### config.mk
export PLATFORM = sky130hd
export DESIGN_NAME = tx_arbiter_flat
export DESIGN_NICKNAME = d
export VERILOG_FILES = /design/src/rtl/tx_arbiter_pkg.sv /design/src/rtl/tx_arbiter_if.sv /design/src/rtl/tx_arbiter_rr_select.sv /design/src/rtl/tx_arbiter.sv /design/src/flat_wrapper.sv
export SDC_FILE = /design/constraint.sdc
export NUM_CORES = 1
export LEC_CHECK = 0
export CAP_MARGIN = 30
export CORE_UTILIZATION = 42
export DETAILED_ROUTE_END_ITERATION = 6
export PLACE_DENSITY = 0.75
export SETUP_SLACK_MARGIN = 0.05
export SYNTH_ARGS = -nofsm -noshare
export SYNTH_HDL_FRONTEND = slang
export SYNTH_HIERARCHICAL = 1
export SYNTH_SLANG_ARGS = --single-unit
### constraint.sdc
create_clock -name clk -period 3.2 [get_ports clk]
set_input_delay 0.64 -clock clk [delete_from_list [all_inputs] [get_ports clk]]
set_output_delay 0.64 -clock clk [all_outputs]
set_load 0.01 [all_outputs]
### src/rtl/tx_arbiter_pkg.sv
// Shared types and constants for the framed UART transmit arbiter.
package tx_arbiter_pkg;

    typedef enum logic [2:0] {
        ST_IDLE,
        ST_GRANT,
        ST_FETCH,
        ST_LOAD,
        ST_SEND,
        ST_GAP,
        ST_CSUM,
        ST_FIN
    } state_e;

    localparam int         MAX_LEN         = 64;
    localparam logic [3:0] HDR_TAG_DEFAULT = 4'hA;

    function automatic logic [6:0] clamp_len(input logic [6:0] len);
        return (len > 7'(MAX_LEN)) ? 7'(MAX_LEN) : len;
    endfunction

endpackage

### src/rtl/tx_arbiter_if.sv
// Requester / UART side bundle of the transmit arbiter.
interface tx_arbiter_if #(
    parameter int NREQ = 4
);
    logic [NREQ-1:0]   req;
    logic [NREQ*7-1:0] req_len;
    logic [5:0]        rd_addr;
    logic [NREQ*8-1:0] rd_data;
    logic [NREQ-1:0]   gnt;
    logic [NREQ-1:0]   done;
    logic              txBusy;
    logic              txStart;
    logic [7:0]        txData;

    modport slave (
        input  req, req_len, rd_data, txBusy,
        output rd_addr, gnt, done, txStart, txData
    );

    modport master (
        output req, req_len, rd_data, txBusy,
        input  rd_addr, gnt, done, txStart, txData
    );
endinterface

### src/rtl/tx_arbiter_rr_select.sv
// Combinational round-robin picker: first pending requester after the last owner.
module rr_select #(
    parameter int NREQ = 4
) (
    input  logic [NREQ-1:0] req_i,
    input  logic [2:0]      last_i,
    output logic [NREQ-1:0] gnt_o
);
    localparam int IW = (NREQ > 1) ? $clog2(NREQ) : 1;

    logic [IW-1:0] idx;
    logic          found;

    always_comb begin
        gnt_o = '0;
        found = 1'b0;
        idx   = '0;
        for (int i = 1; i <= NREQ; i++) begin
            idx = IW'((int'(last_i) + i) % NREQ);
            if (!found && req_i[idx]) begin
                gnt_o[idx] = 1'b1;
                found      = 1'b1;
            end
        end
    end
endmodule

### src/rtl/tx_arbiter.sv
// Arbitrates NREQ frame sources onto one UART: header, payload, XOR checksum.
module tx_arbiter
    import tx_arbiter_pkg::*;
#(
    parameter int         NREQ    = 4,
    parameter logic [3:0] HDR_TAG = HDR_TAG_DEFAULT
) (
    input  logic         clk,
    input  logic         reset_n,
    tx_arbiter_if.slave  bus
);
    state_e          state_q;
    logic [NREQ-1:0] gnt_q;
    logic [NREQ-1:0] done_q;
    logic            txstart_q;
    logic [7:0]      txdata_q;
    logic [5:0]      rd_addr_q;
    logic [2:0]      last_q;
    logic [2:0]      owner_q;
    logic [7:0]      xor_q;
    logic [6:0]      idx_q;
    logic [6:0]      len_q;
    logic            csum_sent_q;

    logic [NREQ-1:0] gnt_d;
    logic [2:0]      id_d;
    logic [6:0]      len_d;
    logic [7:0]      byte_d;
    logic [7:0]      hdr_d;

    rr_select #(.NREQ(NREQ)) u_rr (
        .req_i  (bus.req),
        .last_i (last_q),
        .gnt_o  (gnt_d)
    );

    always_comb begin
        id_d   = '0;
        len_d  = '0;
        byte_d = '0;
        for (int i = 0; i < NREQ; i++) begin
            if (gnt_d[i]) begin
                id_d  = 3'(i);
                len_d = bus.req_len[i*7 +: 7];
            end
            if (owner_q == 3'(i)) byte_d = bus.rd_data[i*8 +: 8];
        end
    end

    assign hdr_d = {HDR_TAG, 1'b0, id_d};

    always_ff @(posedge clk or negedge reset_n) begin
        if (!reset_n) begin
            state_q     <= ST_IDLE;
            gnt_q       <= '0;
            done_q      <= '0;
            txstart_q   <= 1'b0;
            txdata_q    <= '0;
            rd_addr_q   <= '0;
            last_q      <= 3'(NREQ - 1);
            owner_q     <= '0;
            xor_q       <= '0;
            idx_q       <= '0;
            len_q       <= '0;
            csum_sent_q <= 1'b0;
        end else begin
            done_q    <= '0;
            txstart_q <= 1'b0;
            case (state_q)
                ST_IDLE: begin
                    if (|bus.req) state_q <= ST_GRANT;
                end
                ST_GRANT: begin
                    // A requester may have withdrawn between IDLE and GRANT.
                    if (|gnt_d) begin
                        gnt_q       <= gnt_d;
                        owner_q     <= id_d;
                        len_q       <= clamp_len(len_d);
                        txdata_q    <= hdr_d;
                        xor_q       <= hdr_d;
                        idx_q       <= '0;
                        csum_sent_q <= 1'b0;
                        state_q     <= ST_SEND;
                    end else begin
                        state_q <= ST_IDLE;
                    end
                end
                ST_SEND: begin
                    if (!bus.txBusy) begin
                        txstart_q <= 1'b1;
                        state_q   <= ST_GAP;
                    end
                end
                ST_GAP: begin
                    if (idx_q < len_q)     state_q <= ST_FETCH;
                    else if (!csum_sent_q) state_q <= ST_CSUM;
                    else                   state_q <= ST_FIN;
                end
                ST_FETCH: begin
                    rd_addr_q <= idx_q[5:0];
                    state_q   <= ST_LOAD;
                end
                ST_LOAD: begin
                    txdata_q <= byte_d;
                    xor_q    <= xor_q ^ byte_d;
                    idx_q    <= idx_q + 7'd1;
                    state_q  <= ST_SEND;
                end
                ST_CSUM: begin
                    txdata_q    <= xor_q;
                    csum_sent_q <= 1'b1;
                    state_q     <= ST_SEND;
                end
                ST_FIN: begin
                    done_q  <= gnt_q;
                    last_q  <= owner_q;
                    gnt_q   <= '0;
                    state_q <= ST_IDLE;
                end
                default: state_q <= ST_IDLE;
            endcase
        end
    end

    assign bus.gnt     = gnt_q;
    assign bus.done    = done_q;
    assign bus.txStart = txstart_q;
    assign bus.txData  = txdata_q;
    assign bus.rd_addr = rd_addr_q;

endmodule

### src/flat_wrapper.sv
// flat-port wrapper written by rule: the top's interface ports become plain ports
module tx_arbiter_flat import tx_arbiter_pkg::*;
#(
    parameter int         NREQ    = 4,
    parameter logic [3:0] HDR_TAG = HDR_TAG_DEFAULT
)
  (clk, reset_n, bus_req, bus_req_len, bus_rd_data, bus_txBusy, bus_rd_addr, bus_gnt, bus_done, bus_txStart, bus_txData);
  tx_arbiter_if #(.NREQ(NREQ)) bus_i ();
  input  logic clk;
  input  logic reset_n;
  input wire logic [$bits(bus_i.req)-1:0] bus_req;
  input wire logic [$bits(bus_i.req_len)-1:0] bus_req_len;
  input wire logic [$bits(bus_i.rd_data)-1:0] bus_rd_data;
  input wire logic [$bits(bus_i.txBusy)-1:0] bus_txBusy;
  output wire logic [$bits(bus_i.rd_addr)-1:0] bus_rd_addr;
  output wire logic [$bits(bus_i.gnt)-1:0] bus_gnt;
  output wire logic [$bits(bus_i.done)-1:0] bus_done;
  output wire logic [$bits(bus_i.txStart)-1:0] bus_txStart;
  output wire logic [$bits(bus_i.txData)-1:0] bus_txData;
  assign bus_i.req = bus_req;
  assign bus_i.req_len = bus_req_len;
  assign bus_i.rd_data = bus_rd_data;
  assign bus_i.txBusy = bus_txBusy;
  assign bus_rd_addr = bus_i.rd_addr;
  assign bus_gnt = bus_i.gnt;
  assign bus_done = bus_i.done;
  assign bus_txStart = bus_i.txStart;
  assign bus_txData = bus_i.txData;
  tx_arbiter #(.NREQ(NREQ), .HDR_TAG(HDR_TAG)) u_core (.clk(clk), .reset_n(reset_n), .bus(bus_i));
endmodule
Word level (Yosys, flattened, before mapping)
Cells that the tools add are included.
{"block": "word_totals", "regBits": 53, "input_bits": 67, "output_inout_bits": 23, "word_cells": 122}
{"block": "op_classes", "add_sub_neg": 5, "order_cmp": 10, "n_eq_ne": 13, "n_mux": 53, "bitwise": 4, "reduce_logical": 25}
{"operator": "two-way mux 7 bit", "count": 6}
{"operator": "two-way mux 8 bit", "count": 5}
{"operator": "two-way mux 4 bit", "count": 6}
{"operator": "one-hot mux 8 bit (3 select lines)", "count": 1}
{"operator": "one-hot mux 3 bit (7 select lines)", "count": 1}
{"operator": "two-way mux 1 bit", "count": 16}
{"operator": "one-hot mux 8 bit (2 select lines)", "count": 1}
{"operator": "one-hot mux 7 bit (2 select lines)", "count": 1}
{"operator": "equality test 3 bit, second input constant", "count": 4}
{"operator": "< comparator 2 x 3 -> 1 bit, second input constant", "count": 4}
{"operator": "two-way mux 3 bit", "count": 4}
{"operator": "OR 4 bit", "count": 3}
{"operator": "AND reduction 2 bit", "count": 6}
{"operator": "binary-select mux 1 bit (select 2 bit)", "count": 4}
{"operator": "demux 1 bit (select 2 bit)", "count": 4}
{"operator": ">= comparator 2 x 1 -> 1 bit, second input constant", "count": 4}
{"operator": "one-hot mux 4 bit (2 select lines)", "count": 1}
{"operator": "OR reduction 4 bit", "count": 2}
{"operator": "bitwise XOR 8 bit", "count": 1}
{"operator": "adder 7 x 1 -> 7 bit, second input constant", "count": 1}
{"operator": "greater-than comparator 7 bit, second input constant", "count": 1}
{"operator": "logical AND 1 bit", "count": 7}
{"operator": "< comparator 7 bit", "count": 1}
{"operator": "equality test 3 x 2 -> 1 bit, second input constant", "count": 2}
{"operator": "other kinds (14)", "count": 24}

Depth between registers and ports, before layout
Gate-level depths: netlist of run 1.
{"block": "logic_depth", "depth_word": 19, "ltp_mapped": 13, "ltp_nobuf": 11}

Cells and area by module
The synthesis of run 1 kept the hierarchy.
{"mod": "tx_arbiter", "n_inst": 1, "cells_each": 274, "area_each_um2": 2819.0, "seq_area_each_um2": 1328.8}
{"mod": "rr_select", "n_inst": 1, "cells_each": 38, "area_each_um2": 357.8, "seq_area_each_um2": 0.0}

Worst setup path before layout of run 1
OpenSTA, ideal clock, no wires.
{"block": "synth_path", "kind": "register -> register", "startpoint": "register u_core.last_q[0]", "endpoint": "register u_core.len_q[3]", "setup_ps": 121, "arrival_ps": 3244, "setup_slack_ps": -165, "stages_incl_launch_ff": 13, "path_buffers": 1, "synth_period_minus_slack_ps": 3365, "path_cell_list": "dfstp_2 -> inv_1 -> ha_1 -> mux4_1 -> nor4b_4 -> nand2_1 -> o211ai_1 -> clkbuf_1 -> nand2_1 -> a31oi_1 -> nor3_1 -> a41o_1 -> a22o_1"}
{"block": "synth_via", "elab_cells_between_ends": 56, "classes_between": "add/sub (4); order compare (9); mux (28); bitwise (3); reduce/logical (12)"}
{"element": "from (decl)", "line": "tx_arbiter.sv:18", "text": "logic [2:0] last_q;"}
{"element": "from (signal assigned)", "line": "tx_arbiter.sv:60", "text": "last_q <= 3'(NREQ - 1);"}
{"element": "from (signal assigned)", "line": "tx_arbiter.sv:116", "text": "last_q <= owner_q;"}
{"element": "parallel branches: the longest is 12 deep, another holds < comparator 2 x 3 -> 1 bit"}
{"element": "two-way mux 4 bit (*)", "line": "tx_arbiter_rr_select.sv:20", "text": "if (!found && req_i[idx]) begin"}
{"element": "via u_core.gnt_d[2]", "line": "tx_arbiter.sv:25", "text": "logic [NREQ-1:0] gnt_d;"}
{"element": "two-way mux 7 bit (2 in a row)", "line": "tx_arbiter.sv:42", "text": "if (gnt_d[i]) begin"}
{"element": "greater-than comparator 7 bit", "line": "tx_arbiter_pkg.sv:19", "text": "return (len > 7'(MAX_LEN)) ? 7'(MAX_LEN) : len;"}
{"element": "two-way mux 7 bit", "line": "tx_arbiter_pkg.sv:19"}
{"element": "to (signal assigned)", "line": "tx_arbiter.sv:78", "text": "len_q <= clamp_len(len_d);"}
{"element": "to (decl)", "line": "tx_arbiter.sv:22", "text": "logic [6:0] len_q;"}
Mark *: on every way through the listed nets, which the timed path passes. The select of a mux whose other input is x is not followed.
A chain may end at the register's enable or synchronous reset.

Final worst setup path of run 1
{"block": "layout_path", "startpoint": "register u_core.last_q[0]", "endpoint": "register u_core.len_q[2]"}
Same word-level chain as after synthesis.

==> results.ini, run 1 <==
[clock_network]
cts_tree=done
clockBufferDepth=2
ctsHtreeMaxLevel=2
cts_hold_buf=0
clock-sinks=53
clkTransAtPathRegs_ps=90
clk_latency_ps=300
clockRootBuffer=clkbuf_8
cts_inserted_buffers=5

[run]
maxCapViolations=0

[floorplanning]
die_h_um=88.9
dieArea_um2=7910
die_w_um=88.9
start_util=0.435
row_count=31
core_um2=7290
pin_count=90

[timing]
min_period_over_period=1.02
relSlewSlack=0.653
max_slew.worst_pin.slew_ps=521
setup_tns_ps=-85.6
setup-violations-final=3
layout_min_cycle_time_ps=3260
drv_slew=0
skew_ps=5.70
fin_ws_ps=-59.5
hold_viol_final=0
rsz0062_at_grt=yes
fmax_ghz=0.307

[synth]
synth.net_count=393
syn_area_um2=3170
syn_area_per_cell_um2=10.2
synth_cells=311
yosysWarnings=6

[detailed_routing]
routed_wire_length_per_instance_um=15.6
via_count=2894
wl_mm=8.29
antenna_left=0
dr.pass1.iters=4
drc=0
vias_per_cell=5.43
drtIter0Drc=133

[worst_setup_path]
end_kind=flop
crit_required_ps=3390
critPathSlowestCell=dfstp_2
worstSetupStartpointType=flop
path_class=reg2reg
reg2regPathDepth=12
critPathMaxFanout=8
timing.critical_path.slowest_cell_delay_ps=550
path_cells=inv_2 -> ha_4 -> mux4_2 -> nor4b_4 -> nand2_1 -> o211ai_1 -> buf_4 -> a21oi_1 -> a2bb2oi_2 -> nor3_2 -> a41o_1 -> a22o_1
arrival_ps=3450

[power_and_ir_drop]
irDropWorstVdd_uv=550
power-per-cell-area_nw_per_um2=978
p_leak_nw=2.03

[outcome]
outcome=finished with violations
violations=setup timing

[worst_hold_path]
hold_path_class=in2async

[final_layout]
nets=515
drive_gt1_frac=0.221
antenna_cells=0
synthToLayoutAreaGrowth_pct=48.3
fillers=628

[placed_design]
place_congestion=0.963
io_buffers=89
post-place-ws_ps=-339
place.detailed.hpwl_mm=6.16

[grt]
antenna_found_initial=0
grt_max_degree=31
grt-ovfl-total=0
grt_pass1_wl_mm=13.4
grt.total_usage=0.221
grt_pass1_vias=2854

==> metal layers <==
layer | global-route usage | part of all wire
met5 | 0 | 0
met4 | 0.0880 | 0.021
met3 | 0.0286 | 0.035
met2 | 0.392 | 0.53
met1 | 0.274 | 0.42
==> path summary, 6_finish.rpt <==
kind                                       start                end  slack (ps)
worst max-delay path            u_core/last_q[0]    u_core/len_q[2]         -60
worst max register to register  u_core/last_q[0]    u_core/len_q[2]         -60
max in group asynchronous                reset_n    u_core/idx_q[1]        2140
worst min register to register   u_core/xor_q[7]    u_core/xor_q[7]         480
worst min-delay path                     reset_n  u_core/bus.gnt[3]         310
min in group clk                 u_core/xor_q[7]    u_core/xor_q[7]         480
==> state kept, by name (all words and copies together) (netlist names) <==
| name | count |
|---|---|
| u_core/bus.done | 4 |
| u_core/bus.gnt | 4 |
| u_core/bus.rd_addr | 6 |
| u_core/bus.txData | 8 |
| u_core/bus.txStart | 1 |
| u_core/csum_sent_q | 1 |
| u_core/idx_q | 7 |
| u_core/last_q | 2 |
| u_core/len_q | 7 |
| u_core/owner_q | 2 |
| u_core/state_q | 3 |
| u_core/xor_q | 8 |
==> per-stage QoR <==
stage / hold slack, ps / utilization / instance area [µm²] / instances / power, mW
after global placement: 459 / 0.600 / 4370 / 514 / 3.72
final: 308 / 0.646 / 4710 / 533 / 4.60
after floorplan: 344 / - / 3190 / 311 / 2.72
after CTS: 314 / 0.615 / 4490 / 524 / 4.23
after global routing: 332 / 0.646 / 4710 / 533 / 4.96
after detailed placement: 465 / 0.600 / 4370 / 514 / 3.80
==> final cells by class <==
class | count | area [µm²] | area share
multi-input cells | 227 | 1850 | 0.392
flip-flops and latches | 53 | 1330 | 0.282
repair buffers | 130 | 1270 | 0.269
well taps | 99 | 124 | 0.0263
clock buffers | 6 | 72.6 | 0.0154
inverters | 16 | 60.1 | 0.0128
clock inverters | 2 | 10.0 | 0.00213
==> worst max-delay path: cells and delay by family, from the launching register on <==
family,cells,cell delay [ps]
buffers and inverters,2,300
muxes,1,540
adders and majority gates,1,270
and+or+nand+nor,3,540
AOI/OAI and AO/OA,5,940
DFF,1,550
==> where the power goes <==
group	switching (mW)	internal [mW]
registers	0.267	0.936
logic	1.38	1.66
clock network	0.206	0.152
total	1.85	2.75
==> what timing repair did <==
| item | in CTS | in global routing |
|---|---|---|
| cloned | 1 | 2 |
| pin swaps | 5 | 13 |
| gates resized for setup | 6 | 25 |
| setup buffers | 1 | 7 |
| endpoints found under the setup margin | 7 | 36 |
==> cells in the final DEF (no fill, tap or decap), types with 3 or more instances in the layout <==
| cell type | n |
|---|---|
| o31ai_1 | 4 |
| and3_1 | 4 |
| nor3b_1 | 4 |
| mux2i_1 | 6 |
| nand3b_1 | 5 |
| clkbuf_8 | 5 |
| and2_1 | 9 |
| buf_4 | 35 |
| dlymetal6s2s_1 | 4 |
| a221o_1 | 6 |
| o21ai_0 | 11 |
| nor2_1 | 12 |
| a22o_1 | 4 |
| inv_1 | 14 |
| mux2_2 | 8 |
| nand2_1 | 41 |
| o211ai_1 | 6 |
| ha_1 | 14 |
| buf_12 | 3 |
| o21ai_1 | 3 |
| a21o_1 | 6 |
| dfrtp_1 | 51 |
| a2bb2oi_2 | 4 |
| clkdlybuf4s50_1 | 84 |
| a21oi_1 | 21 |
| nand3_1 | 5 |
| mux4_2 | 11 |
| nor2b_1 | 3 |
Note: power is estimated with default switching activity, not from simulation.
==> run 2, diff against run 1 <==
--- a/config.mk
+++ b/config.mk
@@ -6,9 +6,12 @@
 export NUM_CORES = 1
 export LEC_CHECK = 0
 export CAP_MARGIN = 30
-export CORE_UTILIZATION = 42
+export CELL_PAD_IN_SITES_DETAIL_PLACEMENT = 1
+export CELL_PAD_IN_SITES_GLOBAL_PLACEMENT = 1
+export CORE_UTILIZATION = 33
+export CTS_CLUSTER_SIZE = 10
 export DETAILED_ROUTE_END_ITERATION = 6
-export PLACE_DENSITY = 0.75
+export PLACE_DENSITY = 0.77
 export SETUP_SLACK_MARGIN = 0.05
 export SYNTH_ARGS = -nofsm -noshare
 export SYNTH_HDL_FRONTEND = slang
==> run 2 against run 1 <==
Net effect: the flow still finishes with violations (setup timing); hold slack improved by 19 ps; final area shrank 0.21%; via count down 0.55%; setup slack improved by 18 ps; register-to-register slack better by 20 ps; routed wire length increased by 9.8%; sequential power about the same; critical path depth decreased by 2; utilization down 14 points; critical path type unchanged; largest cell class unchanged; largest power group unchanged; highest routed layer unchanged.
==> results.ini, run 2 (synthesis results as in run 1) <==
[outcome]
outcome=finished with violations  ; unchanged
violations=setup timing  ; unchanged

[worst_setup_path]
arrival_ps=3430  ; was 3450 ps
crit_cells=10  ; was 12
crit_required_ps=3390  ; about the same
worstSetupStartpointType=flop  ; unchanged
crit_start=u_core/last_q[0]  ; unchanged
end_kind=flop  ; unchanged
r2r-start=u_core/last_q[0]  ; unchanged
reg2regPathDepth=10  ; was 12
critical-path-top-delay-family=simple AND/OR/NAND/NOR gates  ; was compound AO/OA/AOI/OAI gates
critPathSlowestCell=or4_4  ; was dfstp_2
path_cells=buf_6 -> mux4_2 -> nor3b_1 -> a21oi_1 -> o211ai_1 -> or4_4 -> o21ai_4 -> and2b_2 -> a21oi_2 -> a221o_1  ; was inv_2 -> ha_4 -> mux4_2 -> nor4b_4 -> nand2_1 -> o211ai_1 -> buf_4 -> a21oi_1 -> a2bb2oi_2 -> nor3_2 -> a41o_1 -> a22o_1
timing.critical_path.slowest_cell_delay_ps=630  ; was 550 ps
rr_endpoint=u_core/bus.txData[0]  ; was u_core/len_q[2]
path_buf_inv=1  ; was 2
crit_end=u_core/bus.txData[0]  ; was u_core/len_q[2]
critPathMaxFanout=9  ; was 8
ff2ff_setup_slack_ps=-40  ; was -60 ps
path_class=reg2reg  ; unchanged

[clock_network]
clockBufferDepth=2  ; unchanged
clkTransAtPathRegs_ps=90  ; about the same
clockRootBuffer=clkbuf_8  ; unchanged
clk_latency_ps=300  ; about the same
cts_hold_buf=0  ; unchanged
ctsHtreeMaxLevel=2  ; unchanged
clock-sinks=53  ; unchanged
cts_inserted_buffers=5  ; unchanged
cts_tree=done  ; unchanged

[final_layout]
layout.cells.most_common=clkdlybuf4s50_1  ; unchanged
synthToLayoutAreaGrowth_pct=48.0  ; was 48.3%
antenna_cells=0  ; unchanged
final_cell_mix=clkdlybuf4s50_1 (84), dfrtp_1 (51), nand2_1 (42)  ; was clkdlybuf4s50_1 (84), dfrtp_1 (51), nand2_1 (41)
drive_gt1_frac=0.220  ; was 0.221
fillers=1046  ; was 628
nets=517  ; was 515

[timing]
min_period_over_period=1.01  ; was 1.02
max_slew.worst_pin.slew_ps=604  ; was 521 ps
layout_min_cycle_time_ps=3240  ; was 3260 ps
fin_ws_ps=-41.8  ; was -59.5 ps
fmax_ghz=0.308  ; was 0.307 GHz
hold_viol_final=0  ; unchanged
whs_ps=327  ; was 308 ps
skew_ps=3.62  ; was 5.70 ps
rsz0062_at_grt=yes  ; unchanged
setup-violations-final=1  ; was 3
drv_slew=0  ; unchanged
setup_tns_ps=-41.8  ; was -85.6 ps
relSlewSlack=0.597  ; was 0.653

[grt]
grt_pass1_wl_mm=15.1  ; was 13.4 mm
grt-ovfl-total=0  ; unchanged
use_met3=0.0258  ; was 0.0286
grt_pass1_vias=3056  ; was 2854
antenna_found_initial=0  ; unchanged
grt_use_met2=0.324  ; was 0.392
grt_max_degree=28  ; was 31
grt_use_met1=0.252  ; was 0.274
grt-busiest-layer=met2  ; unchanged
grt.total_usage=0.189  ; was 0.221

[power_and_ir_drop]
irDropWorstVdd_uv=435  ; was 550 µV
p_leak_nw=2.00  ; was 2.03 nW
power-per-cell-area_nw_per_um2=979  ; was 978 nW/µm²

[floorplanning]
start_util=0.342  ; was 0.435
pin_count=90  ; unchanged
row_count=35  ; was 31
die_w_um=100  ; was 88.9 µm
die_h_um=100  ; was 88.9 µm
dieArea_um2=10000  ; was 7910 µm²
core_um2=9280  ; was 7290 µm²

[detailed_routing]
drtIter0Drc=81  ; was 133
antenna_left=0  ; unchanged
dr.pass1.iters=4  ; unchanged
vias_per_cell=5.09  ; was 5.43
routed_wire_length_per_instance_um=16.1  ; was 15.6 µm
via_count=2878  ; was 2894
wl_mm=9.10  ; was 8.29 mm
drc=0  ; unchanged

[placed_design]
io_buffers=89  ; unchanged
place.detailed.hpwl_mm=7.09  ; was 6.16 mm
place_congestion=0.864  ; was 0.963

[worst_hold_path]
hold_path_class=in2async  ; unchanged

[run]
maxCapViolations=0  ; unchanged

==> run 2: per-layer routing <==
layer,wire [µm],share of wire,up-vias
met4,97,0.011,0
met2,4670,0.51,56
met3,286,0.031,7
li1,-,-,1383
met1,4050,0.44,1432
met5,0,0,-
==> run 2: what timing repair did <==
| item | CTS | global route |
|---|---|---|
| pin swaps | 4 | 8 |
| endpoints found under the setup margin | 16 | 35 |
| cloned | 0 | 0 |
| gates resized for setup | 9 | 18 |
| buffers inserted | 6 | 7 |
==> run 2: worst reg2reg max path, stage by stage (launching register included) <==
cell,delay [ps]
dfstp_2,580
buf_6,160
mux4_2,590
nor3b_1,190
a21oi_1,130
o211ai_1,190
or4_4,630
o21ai_4,170
and2b_2,200
a21oi_2,40
a221o_1,260
==> run 2: worst min path at each step <==
stage | from | end | slack [ps] | depth (start not counted)
final | reset_n | u_core/bus.txData[3] | 330 | 1
after global routing | reset_n | u_core/bus.txData[4] | 360 | 1
after CTS | reset_n | u_core/bus.txData[4] | 340 | 1
after detailed placement | u_core/xor_q[5] | u_core/xor_q[5] | 480 | 1
after global placement | u_core/xor_q[2] | u_core/xor_q[2] | 460 | 1
after floorplan | reset_n | u_core/bus.done[0] | 340 | 0
==> run 2: power breakdown <==
part | internal, mW | switching [mW] | leakage [nW]
sequential | 0.936 | 0.284 | 0.675
clock | 0.155 | 0.212 | 0.0385
combinational | 1.65 | 1.36 | 1.29
==> run 2: area by class of cell <==
| type | instances | area, µm² | share of cell area |
|---|---|---|---|
| Clock buffer | 7 | 76.3 | 0.0162 |
| Clock inverter | 1 | 7.51 | 0.00160 |
| Inverter | 16 | 66.3 | 0.0141 |
| Sequential cell | 53 | 1330 | 0.283 |
| Multi-Input combinational cell | 226 | 1790 | 0.381 |
| Tap cell | 129 | 161 | 0.0344 |
| Timing Repair Buffer | 133 | 1270 | 0.270 |
==> run 2: stage by stage <==
stage	util	area [µm²]	power (mW)	setup slack (ps)	std cells
2_1_floorplan	-	3190	2.72	-30.4	311
3_3_place_gp	0.475	4410	3.77	-269	544
3_5_place_dp	0.475	4410	3.90	-382	544
4_1_cts	0.493	4580	4.43	-38.2	558
5_1_grt	0.506	4700	4.97	-178	565
6_report	0.506	4700	4.60	-41.8	565
==> run 3, diff against run 2 <==
--- a/config.mk
+++ b/config.mk
@@ -11,6 +11,7 @@
 export CORE_UTILIZATION = 33
 export CTS_CLUSTER_SIZE = 10
 export DETAILED_ROUTE_END_ITERATION = 6
+export MAX_ROUTING_LAYER = met4
 export PLACE_DENSITY = 0.77
 export SETUP_SLACK_MARGIN = 0.05
 export SYNTH_ARGS = -nofsm -noshare
==> run 3 against run 2 <==
Net effect: the flow still finishes with violations (setup timing); final cell count is the same; register-to-register slack is essentially flat; final area is the same; clock-buffer cell count is the same; critical endpoint unchanged; largest cell class unchanged; largest power group unchanged.
==> results.ini, run 3 (synthesis results as in run 1) <==
[outcome]
outcome=finished with violations  ; unchanged
violations=setup timing  ; unchanged

[clock_network]
ctsHtreeMaxLevel=2  ; unchanged
cts_inserted_buffers=5  ; unchanged
clk_latency_ps=300  ; about the same
clockBufferDepth=2  ; unchanged
clock-sinks=53  ; unchanged
clockRootBuffer=clkbuf_8  ; unchanged
cts_hold_buf=0  ; unchanged
cts_tree=done  ; unchanged
clkTransAtPathRegs_ps=90  ; about the same

[run]
maxCapViolations=0  ; unchanged

[floorplanning]
core_um2=9280  ; unchanged
row_count=35  ; unchanged
die_w_um=100  ; unchanged
pin_count=90  ; unchanged
die_h_um=100  ; unchanged
start_util=0.342  ; unchanged
dieArea_um2=10000  ; unchanged

[placed_design]
io_buffers=89  ; unchanged
dpl.cell_count=544  ; unchanged
place_congestion=0.878  ; was 0.864
place.detailed.hpwl_mm=7.09  ; unchanged

[detailed_routing]
drc=0  ; unchanged
drtIter0Drc=69  ; was 81
wl_met2_mm=4.67  ; unchanged
routed.top_layer=met4  ; unchanged
wl_mm=9.08  ; was 9.10 mm
antenna_left=0  ; unchanged
vias_per_cell=5.07  ; was 5.09
met3WireLength_um=271  ; was 286 µm
via_count=2866  ; was 2878
dr.pass1.iters=4  ; unchanged
routed_wire_length_per_instance_um=16.1  ; about the same
wl_met1_mm=4.05  ; unchanged

[final_layout]
multiInputGateArea_um2=1790  ; unchanged
drive_gt1_frac=0.220  ; unchanged
finalNonFillerCells=565  ; unchanged
final_cell_mix=clkdlybuf4s50_1 (84), dfrtp_1 (51), nand2_1 (42)  ; unchanged
antenna_cells=0  ; unchanged
layout.cells.most_common=clkdlybuf4s50_1  ; unchanged
fillers=1046  ; unchanged
nets=517  ; unchanged
seqCellArea_um2=1330  ; unchanged
synthToLayoutAreaGrowth_pct=48.0  ; unchanged

[worst_setup_path]
critPathSlowestCell=or4_4  ; unchanged
end_kind=flop  ; unchanged
rr_endpoint=u_core/bus.txData[0]  ; unchanged
ff2ff_setup_slack_ps=-40  ; about the same
path_class=reg2reg  ; unchanged
timing.critical_path.slowest_cell_delay_ps=630  ; about the same
reg2regPathDepth=10  ; unchanged
arrival_ps=3430  ; about the same
worstSetupStartpointType=flop  ; unchanged
critPathMaxFanout=9  ; unchanged
crit_required_ps=3390  ; about the same
crit_start=u_core/last_q[0]  ; unchanged
path_cells=buf_6 -> mux4_2 -> nor3b_1 -> a21oi_1 -> o211ai_1 -> or4_4 -> o21ai_4 -> and2b_2 -> a21oi_2 -> a221o_1  ; unchanged
r2r-start=u_core/last_q[0]  ; unchanged
crit_end=u_core/bus.txData[0]  ; unchanged

[timing]
rsz0062_at_grt=yes  ; unchanged
skew_ps=3.62  ; about the same
setup_tns_ps=-40.3  ; was -41.8 ps
setup-violations-final=2  ; was 1
layout_min_cycle_time_ps=3240  ; about the same
fmax_ghz=0.309  ; was 0.308 GHz
min_period_over_period=1.01  ; about the same
max_slew.worst_pin.slew_ps=609  ; was 604 ps
hold_viol_final=0  ; unchanged
fin_ws_ps=-35.4  ; was -41.8 ps
whs_ps=327  ; about the same
drv_slew=0  ; unchanged
relSlewSlack=0.594  ; was 0.597

[grt]
grt_pass1_wl_mm=15.1  ; about the same
grt.total_usage=0.194  ; was 0.189
grt_max_degree=28  ; unchanged
grt-ovfl-total=0  ; unchanged
antenna_found_initial=0  ; unchanged
grt_pass1_vias=3058  ; was 3056

[power_and_ir_drop]
power_mw=4.60  ; about the same
irDropWorstVdd_uv=432  ; was 435 µV
p_leak_nw=2.00  ; about the same
power-per-cell-area_nw_per_um2=978  ; was 979 nW/µm²

[worst_hold_path]
hold_path_class=in2async  ; unchanged

==> run 3: cell counts in the layout (fill, tap and decap cells not counted) <==
Identical to the previous run, type by type.
==> run 3: worst min path at each step <==
stage	from	endpoint	cells after the start	slack, ps
after global placement	u_core/xor_q[2]	u_core/xor_q[2]	1	460
after global routing	reset_n	u_core/bus.txData[4]	1	360
after detailed placement	u_core/xor_q[5]	u_core/xor_q[5]	1	480
after floorplan	reset_n	u_core/bus.done[0]	0	340
final	reset_n	u_core/bus.txData[3]	1	330
after CTS	reset_n	u_core/bus.txData[4]	1	340
==> run 3: metrics by stage <==
stage	util	setup slack (ps)	instance area [µm²]
5_1_grt	0.506	-178	4700
6_report	0.506	-35.4	4700
3_5_place_dp	0.475	-382	4410
3_3_place_gp	0.475	-269	4410
2_1_floorplan	-	-30.4	3190
4_1_cts	0.493	-38.2	4580
==> run 3: area by class of cell <==
type | instances | share of cell area
clock buffers | 7 | 0.0162
clock inverters | 1 | 0.00160
inverters | 16 | 0.0141
multi-input cells | 226 | 0.381
flip-flops and latches | 53 | 0.283
well taps | 129 | 0.0344
repair buffers | 133 | 0.270
==> run 3: critical path: cells and delay by family, from the launching register on <==
kind | cells | cell delay (ps)
flip-flops | 1 | 580
multiplexers | 1 | 580
AO/OA/AOI/OAI | 5 | 790
AND/OR/NAND/NOR | 3 | 1010
buffers and inverters | 1 | 160
==> run 3: per-layer routing <==
metal  vias up  GRT usage
li1       1382          -
met1      1420      0.251
met2        56      0.325
met3         8     0.0251
met4         0     0.0468
met5         -          -
==> run 3: what timing repair did <==
item                       CTS  global route
setup endpoints to repair   16            35
gates resized for setup      9            18
buffers inserted             6             7
pin swaps                    4             9
==> run 3: where the power goes <==
part | total, mW | internal, mW | switching [mW]
registers | 1.22 | 0.936 | 0.285
clock network | 0.367 | 0.155 | 0.212
logic | 3.01 | 1.65 | 1.36
total | 4.60 | 2.74 | 1.86
